===== src/rtl/enemy_wave_pkg.sv =====
// Shared constants for the enemy wave sequencer: FSM encodings, default parameters, width helper.
package enemy_wave_pkg;

  localparam logic [2:0] ST_IDLE  = 3'd0;
  localparam logic [2:0] ST_DRAW  = 3'd1;
  localparam logic [2:0] ST_WAIT  = 3'd2;
  localparam logic [2:0] ST_ERASE = 3'd3;
  localparam logic [2:0] ST_MOVE  = 3'd4;

  localparam int unsigned DEF_N_ENEMY      = 4;
  localparam int unsigned DEF_SPRITE_W     = 4;
  localparam int unsigned DEF_DELAY_CYCLES = 15;
  localparam int unsigned DEF_X_W          = 8;
  localparam int unsigned DEF_Y_W          = 7;
  localparam int unsigned DEF_Y_START      = 0;
  localparam int unsigned DEF_Y_END        = 110;
  localparam int unsigned DEF_Y_STEP       = 1;
  localparam int unsigned DEF_COLOUR_W     = 3;

  // Index width for n items, never narrower than one bit.
  function automatic int unsigned idx_bits(input int unsigned n);
    return (n > 1) ? $clog2(n) : 1;
  endfunction

endpackage


===== src/rtl/sprite_scan_counter.sv =====
// Pixel walker over one SPRITE_W x SPRITE_W sprite; wraps to 0 after the last pixel.
module sprite_scan_counter
  import enemy_wave_pkg::*;
#(
  parameter int unsigned SPRITE_W = DEF_SPRITE_W
) (
  input  logic                          clock,
  input  logic                          reset,
  input  logic                          en,
  input  logic                          clear,
  output logic [idx_bits(SPRITE_W)-1:0] col,
  output logic [idx_bits(SPRITE_W)-1:0] row,
  output logic                          last
);

  localparam int unsigned SB = idx_bits(SPRITE_W);
  localparam int unsigned PW = 2 * SB;
  localparam logic [PW-1:0] P_LAST = PW'(SPRITE_W * SPRITE_W - 1);

  logic [PW-1:0] pix;

  always_ff @(posedge clock) begin
    if (reset) begin
      pix <= '0;
    end else if (clear) begin
      pix <= '0;
    end else if (en) begin
      pix <= last ? '0 : pix + PW'(1);
    end
  end

  // SPRITE_W is a power of two, so the index splits cleanly into row:col.
  assign last = (pix == P_LAST);
  assign col  = pix[SB-1:0];
  assign row  = pix[PW-1:SB];

endmodule


===== src/rtl/enemy_wave_sequencer.sv =====
// Time-multiplexes one VGA plot port across N_ENEMY sprites: draw, hold, erase, step down.
// Optional player overlap detection is built when ENEMY_WAVE_HIT_EN is defined.
module enemy_wave_sequencer
  import enemy_wave_pkg::*;
#(
  parameter int unsigned N_ENEMY      = DEF_N_ENEMY,
  parameter int unsigned SPRITE_W     = DEF_SPRITE_W,
  parameter int unsigned DELAY_CYCLES = DEF_DELAY_CYCLES,
  parameter int unsigned X_W          = DEF_X_W,
  parameter int unsigned Y_W          = DEF_Y_W,
  parameter int unsigned Y_START      = DEF_Y_START,
  parameter int unsigned Y_END        = DEF_Y_END,
  parameter int unsigned Y_STEP       = DEF_Y_STEP,
  parameter int unsigned COLOUR_W     = DEF_COLOUR_W
) (
  input  logic                         clock,
  input  logic                         reset,
  input  logic                         enable,
  input  logic [N_ENEMY-1:0]           ch_en,
  input  logic [X_W-1:0]               spawn_x,
  input  logic [COLOUR_W-1:0]          sprite_colour,
`ifdef ENEMY_WAVE_HIT_EN
  input  logic [X_W-1:0]               player_x,
  input  logic [Y_W-1:0]               player_y,
  output logic                         hit,
  output logic [idx_bits(N_ENEMY)-1:0] hit_ch,
`endif
  output logic [X_W-1:0]               vga_x,
  output logic [Y_W-1:0]               vga_y,
  output logic [COLOUR_W-1:0]          vga_colour,
  output logic                         plot,
  output logic [idx_bits(N_ENEMY)-1:0] active_ch,
  output logic                         frame_done
);

  localparam int unsigned CH_W      = idx_bits(N_ENEMY);
  localparam int unsigned SB        = idx_bits(SPRITE_W);
  localparam int unsigned WT_W      = idx_bits(DELAY_CYCLES);
  localparam int unsigned YA_W      = Y_W + 1;
  localparam int unsigned X_SPACING = (2 ** X_W) / N_ENEMY;
  localparam logic [CH_W-1:0] CH_LAST = CH_W'(N_ENEMY - 1);
  localparam logic [WT_W-1:0] WT_LAST = WT_W'(DELAY_CYCLES - 1);
  localparam logic [YA_W-1:0] Y_END_A = YA_W'(Y_END);

  logic [2:0]         state, state_next;
  logic [CH_W-1:0]    ch, ch_next;
  logic [WT_W-1:0]    wait_cnt, wait_next;
  logic [N_ENEMY-1:0] frame_en;
  logic               latch_en;

  logic [X_W-1:0]  xpos  [N_ENEMY];
  logic [Y_W-1:0]  ypos  [N_ENEMY];
  logic [YA_W-1:0] y_adv [N_ENEMY];

  logic          scanning, cur_en, scan_en, scan_clr, ch_done;
  logic [SB-1:0] col, row;
  logic          pix_last;

  assign scanning = (state == ST_DRAW) || (state == ST_ERASE);
  assign cur_en   = frame_en[ch];
  assign scan_en  = scanning && cur_en;
  assign scan_clr = !scanning;
  // A disabled channel occupies exactly one scan slot.
  assign ch_done  = !cur_en || pix_last;

  sprite_scan_counter #(
    .SPRITE_W (SPRITE_W)
  ) u_scan (
    .clock (clock),
    .reset (reset),
    .en    (scan_en),
    .clear (scan_clr),
    .col   (col),
    .row   (row),
    .last  (pix_last)
  );

  always_ff @(posedge clock) begin
    if (reset) begin
      state    <= ST_IDLE;
      ch       <= '0;
      wait_cnt <= '0;
      frame_en <= '0;
    end else begin
      state    <= state_next;
      ch       <= ch_next;
      wait_cnt <= wait_next;
      if (latch_en) begin
        frame_en <= ch_en;
      end
    end
  end

  always_comb begin
    state_next = state;
    ch_next    = ch;
    wait_next  = '0;
    latch_en   = 1'b0;
    case (state)
      ST_IDLE: begin
        if (enable) begin
          state_next = ST_DRAW;
          latch_en   = 1'b1;
        end
      end
      ST_DRAW, ST_ERASE: begin
        if (ch_done) begin
          if (ch == CH_LAST) begin
            ch_next    = '0;
            state_next = (state == ST_DRAW) ? ST_WAIT : ST_MOVE;
          end else begin
            ch_next = ch + CH_W'(1);
          end
        end
      end
      ST_WAIT: begin
        if (wait_cnt == WT_LAST) begin
          state_next = ST_ERASE;
        end else begin
          wait_next = wait_cnt + WT_W'(1);
        end
      end
      ST_MOVE: begin
        if (enable) begin
          state_next = ST_DRAW;
          latch_en   = 1'b1;
        end else begin
          state_next = ST_IDLE;
        end
      end
      default: state_next = ST_IDLE;
    endcase
  end

  // Widened by one bit so the respawn compare cannot be fooled by wrap-around.
  always_comb begin
    for (int unsigned i = 0; i < N_ENEMY; i++) begin
      y_adv[i] = {1'b0, ypos[i]} + YA_W'(Y_STEP);
    end
  end

  always_ff @(posedge clock) begin
    if (reset) begin
      for (int unsigned i = 0; i < N_ENEMY; i++) begin
        xpos[i] <= X_W'(i * X_SPACING);
        ypos[i] <= Y_W'(Y_START);
      end
    end else if (state == ST_MOVE) begin
      for (int unsigned i = 0; i < N_ENEMY; i++) begin
        if (frame_en[i]) begin
          if (y_adv[i] >= Y_END_A) begin
            ypos[i] <= Y_W'(Y_START);
            xpos[i] <= spawn_x;
          end else begin
            ypos[i] <= y_adv[i][Y_W-1:0];
          end
        end
      end
    end
  end

  assign plot       = scan_en;
  assign active_ch  = ch;
  assign frame_done = (state == ST_MOVE);

  always_comb begin
    vga_x      = '0;
    vga_y      = '0;
    vga_colour = '0;
    if (scan_en) begin
      vga_x = xpos[ch] + X_W'(col);
      vga_y = ypos[ch] + Y_W'(row);
      if (state == ST_DRAW) begin
        vga_colour = sprite_colour;
      end
    end
  end

`ifdef ENEMY_WAVE_HIT_EN
  logic [X_W-1:0]     dx [N_ENEMY];
  logic [Y_W-1:0]     dy [N_ENEMY];
  logic [N_ENEMY-1:0] near;
  logic               near_any;
  logic [CH_W-1:0]    near_idx;

  // Absolute distances on the positions as they stand before the MOVE update.
  always_comb begin
    for (int unsigned i = 0; i < N_ENEMY; i++) begin
      dx[i]   = (xpos[i] >= player_x) ? xpos[i] - player_x : player_x - xpos[i];
      dy[i]   = (ypos[i] >= player_y) ? ypos[i] - player_y : player_y - ypos[i];
      near[i] = frame_en[i] && (dx[i] < X_W'(SPRITE_W)) && (dy[i] < Y_W'(SPRITE_W));
    end
  end

  // Descending scan so the lowest overlapping channel wins.
  always_comb begin
    near_any = 1'b0;
    near_idx = '0;
    for (int i = int'(N_ENEMY) - 1; i >= 0; i--) begin
      if (near[i]) begin
        near_any = 1'b1;
        near_idx = CH_W'(i);
      end
    end
  end

  assign hit    = (state == ST_MOVE) && near_any;
  assign hit_ch = (state == ST_MOVE) ? near_idx : '0;
`else
  // No overlap detection in this build; positions feed only the plot path.
`endif

endmodule

===== config.mk =====
export PLATFORM = sky130hd
export DESIGN_NAME = enemy_wave_sequencer
export DESIGN_NICKNAME = d
export VERILOG_FILES = /design/src/rtl/enemy_wave_pkg.sv /design/src/rtl/sprite_scan_counter.sv /design/src/rtl/enemy_wave_sequencer.sv
export SDC_FILE = /design/constraint.sdc
export NUM_CORES = 1
export LEC_CHECK = 0
export CAP_MARGIN = 30
export CORE_UTILIZATION = 53
export CTS_CLUSTER_SIZE = 14
export DETAILED_ROUTE_END_ITERATION = 10
export PLACE_DENSITY = 0.79
export SYNTH_ARGS = -nofsm -noshare
export SYNTH_HDL_FRONTEND = slang
export SYNTH_HIERARCHICAL = 1
export SYNTH_SLANG_ARGS = --single-unit

===== constraint.sdc =====
create_clock -name clock -period 2.88 [get_ports clock]
set_clock_uncertainty 0.05 [all_clocks]
set_input_delay 0.288 -clock clock [delete_from_list [all_inputs] [get_ports clock]]
set_output_delay 0.288 -clock clock [all_outputs]
set_load 0.02 [all_outputs]

==> results of run 1 <==
sequential cells by signal (all words and copies together) (netlist names), named ones only:
register,count
wait_cnt,4
state,3
ypos,28
u_scan/pix,4
frame_en,4
xpos,32
active_ch,2
per-stage QoR:
stage / std cells / utilization
3_3_place_gp: 578 / 0.635
4_1_cts: 595 / 0.656
6_report: 598 / 0.657
2_1_floorplan: 421 / -
5_1_grt: 598 / 0.657
3_5_place_dp: 578 / 0.635
kinds of logic (layout without fill, tap and decap cells):
group | count (synthesis) | count (layout) | synth area share
AND/OR/NAND/NOR | 198 | 198 | 0.225
multiplexers | 23 | 23 | 0.0954
flip-flops | 79 | 79 | 0.475
XOR/XNOR | 36 | 36 | 0.0687
buffers and inverters | 30 | 102 | 0.0289
AO/OA/AOI/OAI | 37 | 37 | 0.0550
adder cells (fa/ha/maj) | 18 | 18 | 0.0523
worst max-delay path: stages (launching register included):
cell and delay (ps):
dfxtp_4 380, mux4_2 510, ha_1 300, a21o_1 140, nand4_1 110, or3_4 390, a21oi_2 140, buf_4 150
per-layer routing:
layer,vias to the layer above,track usage
met5,-,0
met4,0,0.114
met3,25,0.0295
met2,153,0.432
met1,1719,0.318
li1,1666,-
path summary, 6_finish.rpt:
kind | from | cells after the start | slack [ps] | end
setup / recovery | register | 7 | 80 | vga_x[7]
hold / removal | wait_cnt[0]$_SDFF_PP0_ | 1 | 410 | wait_cnt[0]$_SDFF_PP0_
setup reg to reg | ypos[1][0]$_SDFFCE_PN0P_ | 10 | 290 | xpos[1][7]$_SDFFCE_PN0P_
hold reg to reg | wait_cnt[0]$_SDFF_PP0_ | 1 | 410 | wait_cnt[0]$_SDFF_PP0_
where the power goes:
group	switching, mW	internal [mW]
clock	0.430	0.313
sequential	0.0400	1.26
combinational	0.145	0.146
cell usage in the layout, fill, tap and decap left out, drive strengths merged, types with 2 or more instances in the layout:
cell,netlist,final
clkinv,0,5
xnor2,18,18
or3,4,4
nor3,18,18
and2,6,6
fa,2,2
nand2b,9,9
clkdlybuf4s15,0,2
mux2i,7,7
and3,12,12
nor3b,23,23
nand4,5,5
clkdlybuf4s50,0,26
and3b,3,3
ha,16,16
nand2,35,35
xor2,18,18
o21ai,8,8
nor2,54,54
o31a,4,4
dfxtp,19,19
inv,10,12
nand3,19,19
o31ai,3,3
nor2b,4,4
a211oi,2,2
clkbuf,14,12
buf,6,42
edfxtp,60,60
dlygate4sd2,0,3
a21oi,9,9
a31oi,2,2
mux4,16,16
repair_timing:
item | 4_1_cts | 5_1_grt
buffers inserted | 1 | 3
resized for setup | 40 | 10
hold buffers | 0 | 0
cloned | 0 | 0
pin swaps | 0 | 3
setup endpoints to repair | 13 | 11
layout make-up:
class | count | area (sq um) | area share
clock inverters | 7 | 46.3 | 0.00849
flip-flops and latches | 79 | 2190 | 0.401
repair buffers | 76 | 629 | 0.115
clock buffers | 9 | 124 | 0.0227
inverters | 10 | 37.5 | 0.00688
well taps | 105 | 131 | 0.0241
multi-input cells | 312 | 2300 | 0.421
==> flow_metrics.tcl, run 1 <==
set metrics [dict create \
    power_leakage_nw 1.97 \
    drt-initial-drc-count 257 \
    grt_antenna_before_repair 0 \
    synth_edf_count 60 \
    power_mw 2.33 \
    synth.avg_cell_area_sq_um 10.9 \
    dieHeight_microns 95.1 \
    vias_per_cell 5.96 \
    fin_tns_setup_ps 0 \
    ant_nets 0 \
    overflow 0 \
    clock_sinks 79 \
    gp_congestion 0.838 \
    drc 0 \
    fill_cells 636 \
    worstMarginPinSlew_ps 654 \
    pin_count 40 \
    h-tree-depth 3 \
    period_share 0.974 \
    fin_crit_ps 2800 \
    grt_max_degree 16 \
    dp_hpwl_microns 7790 \
    synth_top_area_share 0.392 \
    peakVddDrop_v 0.000214 \
    die-area_sq_um 9040 \
    die_width_microns 95.1 \
    yosysWarnings 6 \
    fin_nets 524 \
    cts_tree "yes" \
    wl_met3_microns 694 \
    finalMaxSlewViolations 0 \
    path_class "reg2out" \
    cp-start-kind "register" \
    grt_pass1_vias 3437 \
    hold_viol_final 0 \
    status "finished clean" \
    wire_per_inst_microns 17.5 \
    area_delta_synth_final_pct 18.8 \
    top_layer "met4" \
    synth_seq_cells 79 \
    hold_ws_ps 414 \
    clock_latency_ps 360 \
    slew-limit-headroom 0.562 \
    synth-seq-area-share 0.475 \
    clk_pin_slew_ps 90 \
    clockBufferDepth 2 \
    rsz0062_at_grt "true" \
    diodes 0 \
    wl_microns 10500 \
    critical_path_arrival_ps 2470 \
    powerDensity_nw_per_um2 428 \
    via_count 3563 \
    first_pass_iters 6 \
    synth_area_leaders "edfxtp_1 39%, dfxtp_1 8.3%, mux4_2 6.9%" \
    wl_met1_microns 4190 \
    synthTopCellsByCount "60 x edfxtp_1, 54 x nor2_1, 35 x nand2_1" \
    synth.most_common_cell "edfxtp_1" \
    cp.required_ps 2540 \
    drive_above_1_share 0.189 \
    async_flop_share 0 \
    fmax_mhz 357 \
    grt_pass1_wl_microns 16700 \
    dr_wl_met2_microns 5340 \
    core_area_sq_um 8300 \
    synthCells 421 \
    synth_largest_area_cell "edfxtp_1" \
    finalSetupViolCount 0 \
    synth_cell_types 53 \
    fin_area_sq_um 5450 \
    dp_slack_ps -105 \
    maxCapViolCount 0 \
    port-buffer-count 39 \
    critPathCaptureType "output port" \
    grt_usage 0.251 \
    placed_area_sq_um 5270 \
    critPathMaxFanout 4 \
    cts-root-buf "clkbuf_8" \
    cts_buffers 9 \
    rows 33 \
    start_util 0.553 \
    syn_nets 457 \
    ys.flop_type "edfxtp_1" \
    hold_path.class "reg2reg" \
    setup_ws_ps 75.2 \
    syn_area_sq_um 4590 \
]
Note: power is estimated with default switching activity, not from simulation.
==> inputs of run 2 (changes only) <==
Settings changed: ABC_AREA set to 1.
==> flow_metrics.tcl, run 2 <==
set metrics [dict create \
    status "finished clean" \
    pin_count 40 \
    syn_nets 604 \
    slowest_delay_ps 390 \
    fin_tns_setup_ps 0 \
    cts_setup_buffers 0 \
    wl_microns 10400 \
    fin_nets 654 \
    finalSetupViolCount 0 \
    cts-root-buf "clkbuf_8" \
    drive_above_1_share 0.106 \
    die-area_sq_um 9130 \
    rr_worst_depth 9 \
    grt_pass1_vias 3707 \
    rsz0062_at_grt "false" \
    hold_start "wait_cnt[0]$_SDFF_PP0_" \
    slowest_stage "fa_1" \
    critPathCaptureType "output port" \
    core_area_sq_um 8340 \
    via_count 3922 \
    fin_area_sq_um 5410 \
    die_width_microns 95.6 \
    reg.largest.list "xpos: 32 flops, ypos: 28 flops" \
    cp_top_family "adder cells" \
    slew-limit-headroom 0.717 \
    drc 0 \
    yosysWarnings 6 \
    clockBufferDepth 2 \
    synth_edf_count 60 \
    placed_area_sq_um 5190 \
    port-buffer-count 39 \
    async_flop_share 0 \
    grt_max_degree 24 \
    diodes 0 \
    cts_buffers 9 \
    synthCells 568 \
    path_cells "buf_4, o21ai_0, o22ai_1, ha_1, fa_1, nand2_1, nand2_1, nor2_1, dlygate4sd2_1" \
    power_leakage_nw 2.32 \
    clock_latency_ps 370 \
    h-tree-depth 3 \
    cp.required_ps 2540 \
    finalMaxSlewViolations 0 \
    synthTopCellsByCount "115 x nand2_1, 114 x nor2_1, 65 x inv_1" \
    synth.avg_cell_area_sq_um 8.17 \
    clock_sinks 79 \
    worst-path-buf-inv 2 \
    maxCapViolCount 0 \
    start_util 0.556 \
    synth_top_area_share 0.388 \
    dp_hpwl_microns 7810 \
    first_pass_iters 5 \
    met2_usage 0.413 \
    powerDensity_nw_per_um2 694 \
    mostFrequentLayoutCells "115 x nand2_1, 113 x nor2_1, 65 x inv_1" \
    area_delta_synth_final_pct 16.5 \
    gp_congestion 0.863 \
    grt_antenna_before_repair 0 \
    path_class "reg2out" \
    synth_largest_area_cell "edfxtp_1" \
    period_share 0.936 \
    vias_per_cell 5.39 \
    ys.flop_type "edfxtp_1" \
    timing.rr.end "xpos[2][0]$_SDFFCE_PN0P_" \
    top_usage_layer "met2" \
    synth_area_leaders "edfxtp_1 39%, nand2_1 9.3%, nor2_1 9.2%" \
    layout_commonest_cell "nand2_1" \
    wire_per_inst_microns 14.3 \
    clk_pin_slew_ps 80 \
    reg2reg_from "ypos[2][0]$_SDFFCE_PN0P_" \
    hold_viol_final 0 \
    grt_use_met1 0.311 \
    critPathMaxFanout 13 \
    synth-seq-area-share 0.470 \
    grt_usage 0.249 \
    crit_top_cell "nand2_1" \
    top_register "xpos" \
    ant_nets 0 \
    cts_hold_buf 0 \
    peakVddDrop_v 0.000429 \
    grt_pass1_wl_microns 17000 \
    cp-start-kind "register" \
    syn_area_sq_um 4640 \
    use_met3 0.0574 \
    path_depth 9 \
    fin_crit_ps 2700 \
    drt-initial-drc-count 274 \
    endpoint "vga_y[2]" \
    hold_path.class "reg2reg" \
    fmax_mhz 371 \
    cts_tree "yes" \
    overflow 0 \
    synth_cell_types 35 \
    worstMarginPinSlew_ps 423 \
    synth.most_common_cell "nand2_1" \
    largest_reg_flops 32 \
    dieHeight_microns 95.6 \
    critical_path_arrival_ps 2360 \
    reg2reg_slack_ps 550 \
    synth_seq_cells 79 \
    rows 33 \
]
[run 2: cell types whose count changed after synthesis, sizes merged, moves of 10 or more]
cell,change
nand3,+21
mux4,-16
nor3b,-20
xnor2,-14
and3,-11
inv,+60
a21oi,+12
o21ai,+27
nand2,+87
nor2,+64
clkbuf,-10
[run 2: worst min-delay path by stage]
stage               slack (ps)                       end  cells past startpoint
detailed placement         410    wait_cnt[0]$_SDFF_PP0_                      1
CTS                        430    wait_cnt[0]$_SDFF_PP0_                      1
global route               450    wait_cnt[0]$_SDFF_PP0_                      1
finish                     430    wait_cnt[0]$_SDFF_PP0_                      1
global placement           390    wait_cnt[0]$_SDFF_PP0_                      1
floorplan                  370  frame_en[0]$_SDFFE_PP0P_                      2
[run 2: final cells by class]
| class | count | area (sq um) |
|---|---|---|
| Inverter | 70 | 263 |
| Sequential cell | 79 | 2180 |
| Fill cell | 680 | 2940 |
| Clock buffer | 10 | 128 |
| Tap cell | 105 | 131 |
| Multi-Input combinational cell | 408 | 2150 |
| Clock inverter | 6 | 118 |
| Timing Repair Buffer | 50 | 434 |
[run 2: logic make-up (layout without fill, tap and decap cells)]
logic type	after synthesis	after routing	synth area share
DFF	79	79	0.470
and+or+nand+nor	311	311	0.307
adders and majority gates	18	18	0.0518
buffers and inverters	81	136	0.0680
xor gates and xnor gates	17	17	0.0321
AOI/OAI and AO/OA	62	62	0.0704
[run 2: through the flow]
step	power (mW)	cells	setup slack, ps	hold slack, ps	utilization
after floorplan	2.32	568	369	373	-
after global placement	2.70	712	210	393	0.622
after detailed placement	2.74	712	105	410	0.622
after CTS	3.74	728	4.08	430	0.650
after global routing	3.98	728	1.04	453	0.648
final	3.75	728	185	427	0.648
[run 2: per-layer routing]
metal / share of wire / vias to the layer above
met4: 0.020 / 0
met2: 0.48 / 130
met3: 0.065 / 18
met1: 0.43 / 1808
li1: - / 1966
met5: 0 / -
[run 2: where the power goes]
group | internal (mW) | leakage (nW) | switching, mW
clock | 0.583 | 0.119 | 0.435
sequential | 1.31 | 0.756 | 0.0934
combinational | 0.460 | 1.44 | 0.868
total | 2.35 | 2.32 | 1.40
[run 2: timing repair]
item	in CTS	in global routing
pin swaps	0	1
endpoints found under the setup margin	13	9
resized for setup	14	19
